==> src/rtl/io_pkg.sv <==
// Shared constants for io_port_bank: status word bit positions and FIFO count width.
package io_pkg;

  localparam int ST_IN_EMPTY    = 0;
  localparam int ST_IN_FULL     = 1;
  localparam int ST_OUT_EMPTY   = 2;
  localparam int ST_OUT_FULL    = 3;
  localparam int ST_IN_OVF      = 4;
  localparam int ST_IN_UNF      = 5;
  localparam int ST_OUT_OVF     = 6;
  localparam int ST_IN_CNT_LSB  = 8;
  localparam int ST_OUT_CNT_LSB = 16;

  // Occupancy must represent DEPTH itself, hence one bit wider than the pointers.
  function automatic int count_w(input int depth);
    return $clog2(depth) + 1;
  endfunction

endpackage

==> src/rtl/port_fifo.sv <==
// Show-ahead FIFO, head visible the cycle after the push edge; zero on dout when empty.
// Push while full is taken only if a pop frees the slot in the same cycle; pop while empty is ignored.
module port_fifo
  import io_pkg::*;
#(
  parameter int WIDTH = 32,
  parameter int DEPTH = 4
) (
  input  logic                      clk,
  input  logic                      clr,
  input  logic                      push,
  input  logic                      pop,
  input  logic [WIDTH-1:0]          din,
  output logic [WIDTH-1:0]          dout,
  output logic [count_w(DEPTH)-1:0] count,
  output logic                      full,
  output logic                      empty
);

  localparam int AW = $clog2(DEPTH);
  localparam int CW = count_w(DEPTH);

  logic [WIDTH-1:0] r_mem [DEPTH];
  logic [AW-1:0]    r_wr_ptr;
  logic [AW-1:0]    r_rd_ptr;
  logic [CW-1:0]    r_count;
  logic             w_do_push;
  logic             w_do_pop;

  assign empty     = (r_count == '0);
  assign full      = (r_count == CW'(DEPTH));
  assign w_do_pop  = pop & ~empty;
  assign w_do_push = push & (~full | w_do_pop);
  assign count     = r_count;
  assign dout      = empty ? '0 : r_mem[r_rd_ptr];

  always_ff @(posedge clk) begin
    if (clr) begin
      r_wr_ptr <= '0;
      r_rd_ptr <= '0;
      r_count  <= '0;
    end else begin
      if (w_do_push) r_wr_ptr <= r_wr_ptr + AW'(1);
      if (w_do_pop)  r_rd_ptr <= r_rd_ptr + AW'(1);
      r_count <= r_count + CW'(w_do_push) - CW'(w_do_pop);
    end
  end

  // Storage needs no reset: dout is masked while empty.
  always_ff @(posedge clk) begin
    if (w_do_push) r_mem[r_wr_ptr] <= din;
  end

endmodule

==> src/rtl/io_port_bank.sv <==
// Multi-channel I/O bank: per-channel input/output FIFOs, sticky error flags, bus mux and irq.
// Bus read data is combinational from state; external strobe/ack never reach an output combinationally.
module io_port_bank
  import io_pkg::*;
#(
  parameter int WIDTH    = 32,
  parameter int CHANNELS = 2,
  parameter int DEPTH    = 4,
  localparam int SELW    = (CHANNELS > 1) ? $clog2(CHANNELS) : 1
) (
  input  logic                      clk,
  input  logic                      clr,
  input  logic [SELW-1:0]           port_sel,
  input  logic                      in_read,
  input  logic                      status_read,
  input  logic                      out_write,
  input  logic [WIDTH-1:0]          bus_in,
  output logic [WIDTH-1:0]          bus_rdata,
  input  logic [CHANNELS*WIDTH-1:0] in_data,
  input  logic [CHANNELS-1:0]       in_strobe,
  output logic [CHANNELS-1:0]       in_ready,
  output logic [CHANNELS*WIDTH-1:0] out_data,
  output logic [CHANNELS-1:0]       out_valid,
  input  logic [CHANNELS-1:0]       out_ack,
  output logic                      irq
);

  localparam int CW = count_w(DEPTH);

  logic [CHANNELS-1:0] w_sel;
  logic [CHANNELS-1:0] w_in_full, w_in_empty, w_out_full, w_out_empty;
  logic [CHANNELS-1:0] w_in_push, w_in_pop, w_out_push, w_out_pop;
  logic [CHANNELS-1:0] w_in_ovf_ev, w_in_unf_ev, w_out_ovf_ev, w_st_clr;
  logic [CHANNELS-1:0] r_in_ovf, r_in_unf, r_out_ovf;
  logic [WIDTH-1:0]    w_in_dout  [CHANNELS];
  logic [WIDTH-1:0]    w_out_dout [CHANNELS];
  logic [CW-1:0]       w_in_cnt   [CHANNELS];
  logic [CW-1:0]       w_out_cnt  [CHANNELS];
  logic [WIDTH-1:0]    w_status   [CHANNELS];

  // Out-of-range selects match no channel, so bus ops become no-ops returning 0.
  always_comb begin
    w_sel        = '0;
    w_in_push    = '0;
    w_in_pop     = '0;
    w_out_push   = '0;
    w_out_pop    = '0;
    w_in_ovf_ev  = '0;
    w_in_unf_ev  = '0;
    w_out_ovf_ev = '0;
    w_st_clr     = '0;
    for (int c = 0; c < CHANNELS; c++) begin
      w_sel[c]        = (port_sel == SELW'(c));
      w_in_push[c]    = in_strobe[c] & ~w_in_full[c];
      w_in_ovf_ev[c]  = in_strobe[c] & w_in_full[c];
      w_in_pop[c]     = w_sel[c] & in_read & ~status_read & ~w_in_empty[c];
      w_in_unf_ev[c]  = w_sel[c] & in_read & ~status_read & w_in_empty[c];
      w_out_pop[c]    = out_ack[c] & ~w_out_empty[c];
      w_out_push[c]   = w_sel[c] & out_write & (~w_out_full[c] | w_out_pop[c]);
      w_out_ovf_ev[c] = w_sel[c] & out_write & w_out_full[c] & ~w_out_pop[c];
      w_st_clr[c]     = w_sel[c] & status_read;
    end
  end

  for (genvar c = 0; c < CHANNELS; c++) begin : g_ch
    port_fifo #(.WIDTH(WIDTH), .DEPTH(DEPTH)) u_in_fifo (
      .clk   (clk),
      .clr   (clr),
      .push  (w_in_push[c]),
      .pop   (w_in_pop[c]),
      .din   (in_data[c*WIDTH +: WIDTH]),
      .dout  (w_in_dout[c]),
      .count (w_in_cnt[c]),
      .full  (w_in_full[c]),
      .empty (w_in_empty[c])
    );

    port_fifo #(.WIDTH(WIDTH), .DEPTH(DEPTH)) u_out_fifo (
      .clk   (clk),
      .clr   (clr),
      .push  (w_out_push[c]),
      .pop   (w_out_pop[c]),
      .din   (bus_in),
      .dout  (w_out_dout[c]),
      .count (w_out_cnt[c]),
      .full  (w_out_full[c]),
      .empty (w_out_empty[c])
    );

    assign out_data[c*WIDTH +: WIDTH] = w_out_dout[c];
  end

  assign in_ready  = ~w_in_full;
  assign out_valid = ~w_out_empty;
  assign irq       = (|(~w_in_empty)) | (|r_in_ovf) | (|r_in_unf) | (|r_out_ovf);

  // A same-cycle error event outranks the clear-on-read.
  always_ff @(posedge clk) begin
    if (clr) begin
      r_in_ovf  <= '0;
      r_in_unf  <= '0;
      r_out_ovf <= '0;
    end else begin
      r_in_ovf  <= (r_in_ovf  & ~w_st_clr) | w_in_ovf_ev;
      r_in_unf  <= (r_in_unf  & ~w_st_clr) | w_in_unf_ev;
      r_out_ovf <= (r_out_ovf & ~w_st_clr) | w_out_ovf_ev;
    end
  end

  always_comb begin
    bus_rdata = '0;
    for (int c = 0; c < CHANNELS; c++) begin
      w_status[c]                            = '0;
      w_status[c][ST_IN_EMPTY]               = w_in_empty[c];
      w_status[c][ST_IN_FULL]                = w_in_full[c];
      w_status[c][ST_OUT_EMPTY]              = w_out_empty[c];
      w_status[c][ST_OUT_FULL]               = w_out_full[c];
      w_status[c][ST_IN_OVF]                 = r_in_ovf[c];
      w_status[c][ST_IN_UNF]                 = r_in_unf[c];
      w_status[c][ST_OUT_OVF]                = r_out_ovf[c];
      w_status[c][ST_IN_CNT_LSB +: CW]       = w_in_cnt[c];
      w_status[c][ST_OUT_CNT_LSB +: CW]      = w_out_cnt[c];
      if (w_sel[c]) begin
        bus_rdata = status_read ? w_status[c] : w_in_dout[c];
      end
    end
  end

endmodule

==> config.mk <==
export PLATFORM = sky130hd
export DESIGN_NAME = io_port_bank
export DESIGN_NICKNAME = d
export VERILOG_FILES = /design/src/rtl/io_pkg.sv /design/src/rtl/port_fifo.sv /design/src/rtl/io_port_bank.sv
export SDC_FILE = /design/constraint.sdc
export NUM_CORES = 1
export LEC_CHECK = 0
export ABC_CLOCK_PERIOD_IN_PS = 2900
export CORE_UTILIZATION = 50
export DETAILED_ROUTE_END_ITERATION = 16
export GPL_TIMING_DRIVEN = 0
export PLACE_DENSITY = 0.67
export SYNTH_ARGS = -nofsm -noshare
export SYNTH_HDL_FRONTEND = slang
export SYNTH_SLANG_ARGS = --single-unit
export TNS_END_PERCENT = 30
==> constraint.sdc <==
create_clock -name clk -period 2.9 [get_ports clk]
set_input_delay 0.29 -clock clk [delete_from_list [all_inputs] [get_ports clk]]
set_output_delay 0.29 -clock clk [all_outputs]
set_load 0.01 [all_outputs]
# Word-level counts from Yosys, hierarchy flattened
# Memories as Yosys holds them, arrays and structs flattened. A register that Yosys moved wholly into a read port is not among the register bits.
# Cells that the tools add are included.
totals:
  output_inout_bits: 101
  inputBits: 106
  ram_bits: 512
  wordCells: 133
  reg_bits: 34
  memories: 4
mem_list:
  columns: ["name", "depth", "word_bits", "read_ports", "rd_ports_with_merged_regs", "write_ports", "line_no", "rtl"]
  rows:
  - ["g_ch[0].u_in_fifo.r_mem", 4, 32, 1, 1, 1, "port_fifo.sv:23", "logic [WIDTH-1:0] r_mem [DEPTH];"]
  - ["g_ch[0].u_out_fifo.r_mem", 4, 32, 1, 1, 1, "port_fifo.sv:23", null]
  - ["g_ch[1].u_in_fifo.r_mem", 4, 32, 1, 1, 1, "port_fifo.sv:23", null]
  - ["g_ch[1].u_out_fifo.r_mem", 4, 32, 1, 1, 1, "port_fifo.sv:23", null]
classes:
  muxes: 23
  addsub: 16
  n_reduce_logical: 8
  n_eq_ne: 4
  bitwise: 63
ops:
  columns: ["op", "count"]
  rows:
  - ["32-bit 2-to-1 mux", 7]
  - ["1-bit AND", 32]
  - ["2-bit by 1-bit adder with 2-bit output (second input constant)", 8]
  - ["2-bit 2-to-1 mux", 8]
  - ["3-bit by 1-bit adder with 3-bit output", 4]
  - ["3-bit == test (second input constant)", 4]
  - ["3-bit zero test", 4]
  - ["1-bit NOT", 12]
  - ["3-bit by 1-bit subtractor with 3-bit output", 4]
  - ["1-bit bitwise OR", 9]
  - ["1-bit 2-to-1 mux", 8]
  - ["2-bit NOT", 4]
  - ["2-bit OR reduction", 4]
  - ["2-bit AND", 3]
  - ["2-bit bitwise OR", 3]

# Logic depth before layout (Yosys ltp)
# Gate-level depths: netlist of run 1.
depth:
  word_depth: 9
  mapped_depth: 11
  ltp_nobuf: 10

# Hierarchy
# A second synthesis of run 1 with hierarchy kept.
unflattened:
  cells_unflattened: 1109
  hier_area_um2: 22796.9
modules_own_cells:
  columns: ["mod", "seq_area_each_um2", "area_per_inst_um2", "instances", "cells_per_inst"]
  rows:
  - ["port_fifo", 4023.9, 5462.7, 4, 252]
  - ["io_port_bank", 120.1, 945.9, 1, 101]

# Worst setup path before layout of run 1
# No wires, ideal clock.
synth_path:
  kind: "input to register"
  from: "in port_sel"
  to: "mem g_ch[0].u_out_fifo.r_mem[0][0], enable pin"
  path_buffers: 3
  required_time_ns: 2.508
  stages: 5
  slack_ns: 0.578
  setup_ns: 0.392
  arrival_ns: 1.930
  path_cell_list: "buf_2 buf_2 buf_2 nor2b_1 and3_1"
synth_between:
  elab_chain_len: 6
synth_rtl:
  columns: ["element", "line_no", "rtl"]
  rows:
  - ["start: declaration", "io_port_bank.sv:13", "input logic [SELW-1:0] port_sel,"]
  - ["1-bit NOT", "io_port_bank.sv:53", "w_sel[c] = (port_sel == SELW'(c));"]
  - ["1-bit AND (2 in series)", "io_port_bank.sv:59", "w_out_push[c] = w_sel[c] & out_write & (~w_out_full[c] | w_out_pop[c]);"]
  - ["1-bit AND", "port_fifo.sv:33", "assign w_do_push = push & (~full | w_do_pop);"]
  - ["1-bit 2-to-1 mux", "port_fifo.sv:51", "if (w_do_push) r_mem[r_wr_ptr] <= din;"]
  - ["1-bit 2-to-1 mux (not written as such)", "port_fifo.sv:51", null]
  - ["end: declaration", "port_fifo.sv:23", null]
# No other way between the ends.

==> results by stage, run 1 <==
Clock network:
- Clock-pin slew was measured on the worst setup and hold paths at ~70 ps.
- The number of hold buffers added after CTS was 0.
- The later pin in the worst-skew pair is clocked with a latency of roughly 600 ps.
- The maximum level of the CTS H-tree is 2.
- The total clock buffers created by CTS is 56.
- TritonCTS built the clock tree.
- In this run the clock root is driven by a clkbuf_16.
- The total clock sinks is approximately 550.
- The maximum clock path buffer count is 3.

Layout:
- The fraction of final layout cells sized beyond drive strength 1 is 0.222.
- The number of nets in the layout is roughly 1500.
- The layout overhead on the synthesized area is 23.2%.
- The final standard cell utilization of the core is 0.630.
- After routing the design area is ~27000 um2.
- After filler insertion, the fill cell instance count of the layout stands at around 3000.
- The finished layout holds approximately 1900 standard cells, fillers aside.

Routing:
- Summed over all nets, wire length on met3 after detailed routing comes to between 2000 and 3000 um.
- The remaining number of nets flagged by the antenna check after routing is 0.
- In this run, the number of DRC markers left after iteration 0 of detailed routing was 672.
- The via-per-instance ratio is between 5 and 6.
- The average wire per standard cell is ~24 um.
- The count of vias placed by the detailed router is 10850.
- Routed signal wires occupy layers up through met5.
- The first-pass iteration count of the detailed router is 5.
- The post-detailed-routing wire length is about 45000 um.
- The number of DRC violations after detailed routing is 0.
- The met1 wire length is 18300 um.
- Wire segments on met2 add up to ~23000 um in the final route.

Yosys:
- The predominant post-synthesis flop cell is edfxtp_1.
- After synthesis, the most frequently instantiated cells are edfxtp_1 (512), mux4_2 (129), nor2b_1 (73).
- Summed over all instances, the cell type with the most area after synthesis is edfxtp_1.
- Yosys attributes the largest share of cell area to edfxtp_1 (71%), mux4_2 (13%), dfxtp_1 (3.9%).
- The number of synthesized flops with an enable pin is 512.
- During synthesis, Yosys emitted a total of 0 warnings.
- For this run, the register share of the synthesized area comes to 0.751.
- Synthesis produced a netlist with a net count of 1195.
- Synthesis produced a netlist whose cell count is ~1100.
- In the synthesized netlist the async set-or-reset flop fraction comes to 0.
- The mean instance size in the synthesized netlist is 20.4 um2.
- Counting flops and latches in the post-synthesis netlist gives approximately 550.
- The proportion of netlist area held by the largest area contributor is 0.712.
- The post-synthesis instance area is ~22000 um2.
- The most used standard cell by instance count after synthesis is edfxtp_1.
- Counting distinct cell types in the post-synthesis netlist gives between 40 and 50.

Global routing:
- The number of antenna violations at the first check in global routing is 5.
- For this run, the total global-route usage over all layers was measured as 0.211.
- Entering global routing, the biggest net connects 33 pins.
- The first global-routing pass estimated 67800 um of wire.
- The number of global-route vias before repair is 11226.
- The aggregate global routing overflow is 0.

Placed design:
- The detailed-placement wirelength estimate is approximately 30000 um.
- Prior to clock tree synthesis, the placed netlist has a worst setup slack of -441 ps.
- The congestion estimate from routability-driven global placement came to roughly 0.85.
- Including well taps, the total number of placed cells is between 1500 and 2000.
- The count of buffers inserted at the top-level ports is between 200 and 250.
- The cell area after placement is around 25000 um2.

Setup path:
- Counting cells, the worst reg-to-reg path comes to 9.
- The endpoint class of the critical path is an output port.
- The startpoint type of the worst setup path is a register.
- The worst register-to-register path ends at g_ch[0].u_in_fifo.count[2]$_SDFF_PP0_.
- In this run the critical register-to-register path is launched from g_ch[0].u_in_fifo.count[1]$_SDFF_PP0_.
- Along the worst path, the maximum fanout reaches 6.
- The critical path ends at bus_rdata[16].
- STA puts the critical path data arrival time at 2530 ps.
- In this run the register-to-register setup slack is 490 ps.
- At the worst endpoint, the required time is 2610 ps.
- The class of the most critical setup path is reg -> out.

STA:
- The period utilization is 0.971.
- The final number of max-transition violations is 0.
- The clock period could shrink to approximately 2800 ps.
- The achievable clock frequency is approximately 0.36 GHz.
- Setup repair after global routing left no endpoint under its margin.
- The post-route clock skew is ~13 ps.
- The final hold violation count is 0.
- The worst slew slack as a fraction of its limit is 0.400.
- The final worst slack is approximately 84 ps.
- For the pin with the worst max-slew slack, the measured transition is about 900 ps.
- Setup violations remaining at the end of the flow were counted as 0.

Power and ir drop:
- Of the total power, combinational logic draws 0.248.
- Of the total power, the share spent switching nets is 0.267.
- The part of the power in the clock network is 0.317.
- The analysis attributes to net switching a power of slightly below 6000 uW.
- The power density over the cells is 830 nW/um2.
- Cell internal power was estimated by the tool at around 16000 uW.
- The worst ir drop on vdd is 588 uV.
- In this run the static leakage power is approximately 0.009 uW.
- The post-route total power is ~22000 uW.
- Of the total power, registers draw 0.435.

Floorplanning:
- The height of the chip is 210 um.
- The initial core utilization is 0.511.
- The row count is 75.
- In this run the standard cell core region covers ~42000 um2.
- For this design the top-level I/O count stands at 207.
- The horizontal extent of the die is 210 um.
- The floorplan step defined a die boundary enclosing ~44000 um2.

Hold path:
- The path class of the tightest hold or removal check is in -> reg.
- The start point of the worst hold path is in_data[62].

Outcome:
- The run finished with clean final reports.

Run:
- Max-cap violations in this run came to 0.
==> logic make-up after synthesis <==
logic type,after synthesis,share of synthesized area
compound gates,71,0.0240
xor+xnor,10,0.00406
fa+ha+maj,28,0.0176
buf+inv,85,0.0173
flops,554,0.751
mux,135,0.138
simple gates,178,0.0484
==> metal layers <==
metal,GRT usage,up-vias
met3,0.0459,71
met5,0,-
met4,0.0702,8
met1,0.269,5600
li1,-,4865
met2,0.359,306
==> state kept, by name, indices dropped and copies added (netlist names), named ones only <==
signal	flops
g_ch.u_in_fifo.r_mem	256
g_ch.u_out_fifo.r_mem	256
g_ch.u_in_fifo.count	6
g_ch.u_out_fifo.count	6
g_ch.u_in_fifo.r_rd_ptr	4
g_ch.u_in_fifo.r_wr_ptr	4
g_ch.u_out_fifo.r_rd_ptr	4
g_ch.u_out_fifo.r_wr_ptr	4
r_in_ovf	2
r_in_unf	2
r_out_ovf	2
==> how the worst min path moves through the flow <==
stage               cells after the start                                         end  slack (ps)
floorplan                               0     g_ch[0].u_in_fifo.r_mem[0][0]$_DFFE_PP_         390
global placement                        2  g_ch[0].u_in_fifo.r_rd_ptr[1]$_SDFFE_PP0P_         470
detailed placement                      2  g_ch[0].u_in_fifo.r_rd_ptr[1]$_SDFFE_PP0P_         480
CTS                                     1     g_ch[1].u_in_fifo.r_mem[3][8]$_DFFE_PP_         290
global route                            1    g_ch[1].u_in_fifo.r_mem[1][30]$_DFFE_PP_         310
finish                                  1    g_ch[1].u_in_fifo.r_mem[0][30]$_DFFE_PP_         320
==> critical path: stages, from the launching register on <==
cell	delay, ps
dfxtp_1	320
buf_6	160
clkbuf_16	170
mux4_2	480
and3_1	200
a221o_1	290
dlygate4sd2_1	300
==> power by group through the flow <==
stage | Sequential [uW] | Clock, uW | Combinational (uW)
after floorplan | 9630 | 0 | 2960
after global placement | 9690 | 0 | 5440
after detailed placement | 9700 | 0 | 5560
after CTS | 9600 | 7150 | 5590
after global routing | 9670 | 7420 | 5910
final | 9610 | 7000 | 5480
==> layout make-up <==
| class | count | area (um2) | share of cell area |
|---|---|---|---|
| Clock buffer | 74 | 1570 | 0.0590 |
| Timing Repair Buffer | 220 | 2320 | 0.0871 |
| Multi-Input combinational cell | 422 | 5090 | 0.191 |
| Tap cell | 539 | 674 | 0.0254 |
| Clock inverter | 29 | 230 | 0.00865 |
| Antenna cell | 1 | 2.50 | 0.0000941 |
| Inverter | 33 | 124 | 0.00466 |
| Sequential cell | 554 | 16200 | 0.610 |
| Buffer | 48 | 379 | 0.0143 |
==> placed cells by master, fill, tap and decap left out, drive strengths merged, types with 5 or more instances in the layout <==
cell           synthesis  routed
and3                  27      27
buf                   25      39
a22o                  19      19
ha                    24      24
nor2                  25      25
xor2                   6       6
nor2b                 73      73
a221o                  9       9
dlygate4sd2            0      27
and2                   6       6
edfxtp               512     512
clkbuf                27      98
clkdlybuf4s50          0     174
nand2                  7       7
a21oi                 13      13
nor3                  11      11
nand3                 10      10
dfxtp                 42      42
inv                   33      33
a22oi                  5       5
mux2                   6       6
o21ai                 13      13
mux4                 129     129
clkinv                 0      22
==> metrics by stage <==
stage | hold WS, ps | TNS (ps)
6_report | 319 | 0
5_1_grt | 307 | 0
4_1_cts | 291 | -51.7
3_5_place_dp | 476 | -8620
3_3_place_gp | 471 | -187800
2_1_floorplan | 389 | 0
==> timing repair <==
item / CTS / global route
buffers inserted: 1 / 0
pin swaps: 2 / 1
setup endpoints to repair: 96 / 30
cloned: 0 / 1
resized for setup: 100 / 9
(Power assumes the default switching activity.)
==> run 2: changes to the inputs <==
--- a/config.mk
+++ b/config.mk
@@ -6,10 +6,12 @@
 export NUM_CORES = 1
 export LEC_CHECK = 0
 export ABC_CLOCK_PERIOD_IN_PS = 2900
-export CORE_UTILIZATION = 50
+export CELL_PAD_IN_SITES_DETAIL_PLACEMENT = 1
+export CELL_PAD_IN_SITES_GLOBAL_PLACEMENT = 2
+export CORE_UTILIZATION = 44
 export DETAILED_ROUTE_END_ITERATION = 16
 export GPL_TIMING_DRIVEN = 0
-export PLACE_DENSITY = 0.67
+export PLACE_DENSITY = 0.75
 export SYNTH_ARGS = -nofsm -noshare
 export SYNTH_HDL_FRONTEND = slang
 export SYNTH_SLANG_ARGS = --single-unit
==> run 2 against run 1 <==
  * Hold slack got worse by 6.1 ps
  * Via count decreased by 0.40%
  * Register-to-register slack got worse by 70 ps
  * Combinational power grew 3%
  * Sequential power hardly changed
  * Critical path depth is 1 higher
  * Largest cell class unchanged
  * Sequential share of layout area is 0.30 points lower
  * Global-route usage down 0.80 points
  * Die area up 14%
  * Critical endpoint unchanged
==> results by stage, run 2 (synthesis results as in run 1) <==
STA:
- The post-route clock skew was 22.4 ps (was 13.3 ps).
- The clock period minus worst slack is 2890 ps (was 2820 ps).
- The slew of the pin with the lowest slew margin is 918 ps (was 900 ps).
- The count of final setup violators came to 0 (unchanged).
- Setup repair after global routing missed its margin: true (was false).
- The final number of max-transition violations is 0 (unchanged).
- The period utilization is 0.997 (was 0.971).
- The final hold violation count is 0 (unchanged).
- The achievable clock frequency was 0.346 GHz (was 0.355 GHz).
- The worst slew slack as a fraction of its limit came to 0.388 (was 0.400).

Clock network:
- The maximum level of the CTS H-tree is 2 (unchanged).
- The number of buffers inserted by hold repair at cts is 0 (unchanged).
- The cell at the root of the clock tree is clkbuf_16 (unchanged).
- The latest clock arrival within the worst-skew pair was 610 ps (was 600 ps).
- The total clock sinks came to 554 (unchanged).
- The total clock buffers created by CTS is 55 (was 56).
- The maximum clock path buffer count was 3 (unchanged).
- The CTS tree is built (unchanged).
- The clock-pin transition on the worst setup and hold timing paths is 60 ps (was 70 ps).

Setup path:
- The peak per-stage delay on the critical path came to 500 ps (was 480 ps).
- Worst path cell trace: buf_8 > buf_12 > buf_12 > mux4_2 > and3_1 > a221o_1 > clkdlybuf4s15_2 (was buf_6 > clkbuf_16 > mux4_2 > and3_1 > a221o_1 > dlygate4sd2_1).
- The worst path buffer plus inverter count is 4 (was 3).
- The largest fanout of any net on the critical path is 9 (was 6).
- The cell repeated most along the worst path is buf_12.
- The endpoint class of the critical path is an output port (unchanged).
- The class of the most critical setup path is reg -> out (unchanged).
- The launching point of the worst reg2reg path is g_ch[0].u_out_fifo.count[2]$_SDFF_PP0_ (was g_ch[0].u_in_fifo.count[1]$_SDFF_PP0_).
- The startpoint type of the worst setup path is a register (unchanged).
- The critical path data required time was 2610 ps (about the same).
- The slowest library cell on the worst path is mux4_2 (unchanged).
- The cell class contributing the biggest share of worst-path delay is buffers and inverters (unchanged).
- The endpoint arrival time on the critical path is 2600 ps (was 2530 ps).
- The register-to-register setup slack was 420 ps (was 490 ps).

Power and ir drop:
- The switching portion of total power is 0.272 (was 0.267).
- The part of the power in the clock network is 0.310 (was 0.317).
- The power density over the cells is 825 nW/um2 (was 830 nW/um2).
- The post-route total power is 22100 uW (about the same).
- The sequential power share is 0.435 (about the same).
- The net switching power is 6000 uW (was 5890 uW).
- The proportion of power drawn by combinational gates came to 0.255 (was 0.248).
- The worst ir drop on vdd came to 535 uV (was 588 uV).
- The leakage power came to 0.00903 uW (was 0.00887 uW).
- The total internal power came to 16100 uW (was 16200 uW).

Layout:
- The fraction of final layout cells sized beyond drive strength 1 came to 0.223 (was 0.222).
- The layout overhead on the synthesized area came to 23.8% (was 23.2%).
- The area of all placed cells without fillers is 26700 um2 (was 26600 um2).
- Commonest cells after routing, fill and taps aside: edfxtp_1 (512), clkdlybuf4s50_1 (174), mux4_2 (129) (unchanged).
- Largest registers ranked by flip-flop count: g_ch.u_in_fifo.r_mem: 256 flops, g_ch.u_out_fifo.r_mem: 256 flops (unchanged).
- The number of fillers in the final layout is 4245 (was 2995).
- The leading cell type in the layout, fill and taps excluded is edfxtp_1 (unchanged).
- The footprint of the multi-input gates was 5090 um2 (about the same).
- The number of nets in the layout is 1472 (was 1469).
- The flip-flop and latch area is 16200 um2 (about the same).

Floorplanning:
- The die footprint is 50000 um2 (was 44000 um2).
- The number of primary I/O pins is 207 (unchanged).
- The horizontal extent of the die was 224 um (was 210 um).
- The height of the chip is 224 um (was 210 um).
- The row count was 80 (was 75).
- The core area is 48000 um2 (was 42200 um2).
- The initial core utilization is 0.449 (was 0.511).

Placed design:
- The detailed-placement wirelength estimate came to 32700 um (was 29400 um).
- The cell area after placement is 24700 um2 (was 24600 um2).
- The count of buffers inserted at the top-level ports is 206 (unchanged).
- The global placement routability congestion is 0.741 (was 0.845).

Routing:
- The wire length on met3 is 3300 um (was 2590 um).
- The highest metal layer with signal wires is met5 (unchanged).
- The count of vias placed by the detailed router came to 10807 (was 10850).
- The first-pass iteration count of the detailed router was 4 (was 5).
- The initial detailed-routing violation count is 644 (was 672).
- The post-detailed-routing wire length came to 49100 um (was 45200 um).
- The remaining number of nets flagged by the antenna check after routing was 0 (unchanged).
- The via-per-instance ratio came to 5.40 (was 5.65).
- The number of DRC violations after detailed routing is 0 (unchanged).
- The met2 wire length is 25000 um (was 23100 um).
- The average wire per standard cell came to 24.5 um (was 23.5 um).
- The met1 wire length is 19800 um (was 18300 um).

Global routing:
- The global-route wire length before repair is 74200 um (was 67800 um).
- The number of global-route vias before repair is 11627 (was 11226).
- The total track usage is 0.202 (was 0.211).
- The aggregate global routing overflow was 0 (unchanged).
- The largest net degree at the start of global routing was 33 (unchanged).
- The number of antenna violations at the first check in global routing was 6 (was 5).

Hold path:
- The start point of the worst hold path is in_data[28] (was in_data[62]).
- The worst min-delay path class is in -> reg (unchanged).

Run:
- The total of max-cap violations is 0 (unchanged).

Outcome:
- Outcome: complete, no violations (unchanged).
[run 2: worst register-to-register path, cell delays in order, from the launching register on]
cell and delay, ps:
dfxtp_1 300, clkbuf_1 370, nor4b_1 640, nor2_1 140, ha_1 260, fa_1 420, xnor2_1 160, nor2_1 50
[run 2: path summary, 6_finish.rpt]
| path | depth (start not counted) | to |
|---|---|---|
| worst max register to register | 7 | g_ch[0].u_out_fifo.count[2]$_SDFF_PP0_ |
| worst min-delay path | 1 | g_ch[0].u_in_fifo.r_mem[1][28]$_DFFE_PP_ |
| worst min register to register | 2 | register |
| worst max-delay path | 7 | bus_rdata[16] |
[run 2: area by class of cell]
cell class                 count  share of cell area
antenna                        1           0.0000936
buffer                        50              0.0147
clock buffer                  77              0.0576
clock inverter                26             0.00800
inverter                      33             0.00463
multi-input combinational    422               0.190
sequential                   554               0.607
tap                          615              0.0288
timing repair buffer         222              0.0891
[run 2: layer usage]
layer  vias to the layer above  global-route usage
li1                       4861                   -
met1                      5622               0.254
met2                       256               0.345
met3                        60              0.0601
met4                         8              0.0517
met5                         -                   0
[run 2: power by group through the flow]
stage | sequential (uW) | combinational, uW | clock [uW]
finish | 9600 | 5620 | 6840
floorplan | 9630 | 2960 | 0
CTS | 9600 | 5750 | 7030
global route | 9650 | 6110 | 7260
detailed placement | 9710 | 5660 | 0
global placement | 9690 | 5560 | 0
[run 2: timing repair]
action,4_1_cts,5_1_grt
buffers inserted,1,3
pin swaps,2,1
gates resized for setup,81,54
setup endpoints to repair,98,61
endpoints found under the hold margin,0,0
[run 2: through the flow]
stage | TNS [ps] | cells | setup slack (ps) | hold slack, ps | utilization
5_1_grt | -149 | 1999 | -75.4 | 310 | 0.556
2_1_floorplan | 0 | 1061 | 578 | 389 | -
3_3_place_gp | -243060 | 1882 | -941 | 474 | 0.508
4_1_cts | -2490 | 1996 | -201 | 277 | 0.553
6_report | 0 | 2000 | 8.53 | 313 | 0.556
3_5_place_dp | -17730 | 1894 | -489 | 490 | 0.514
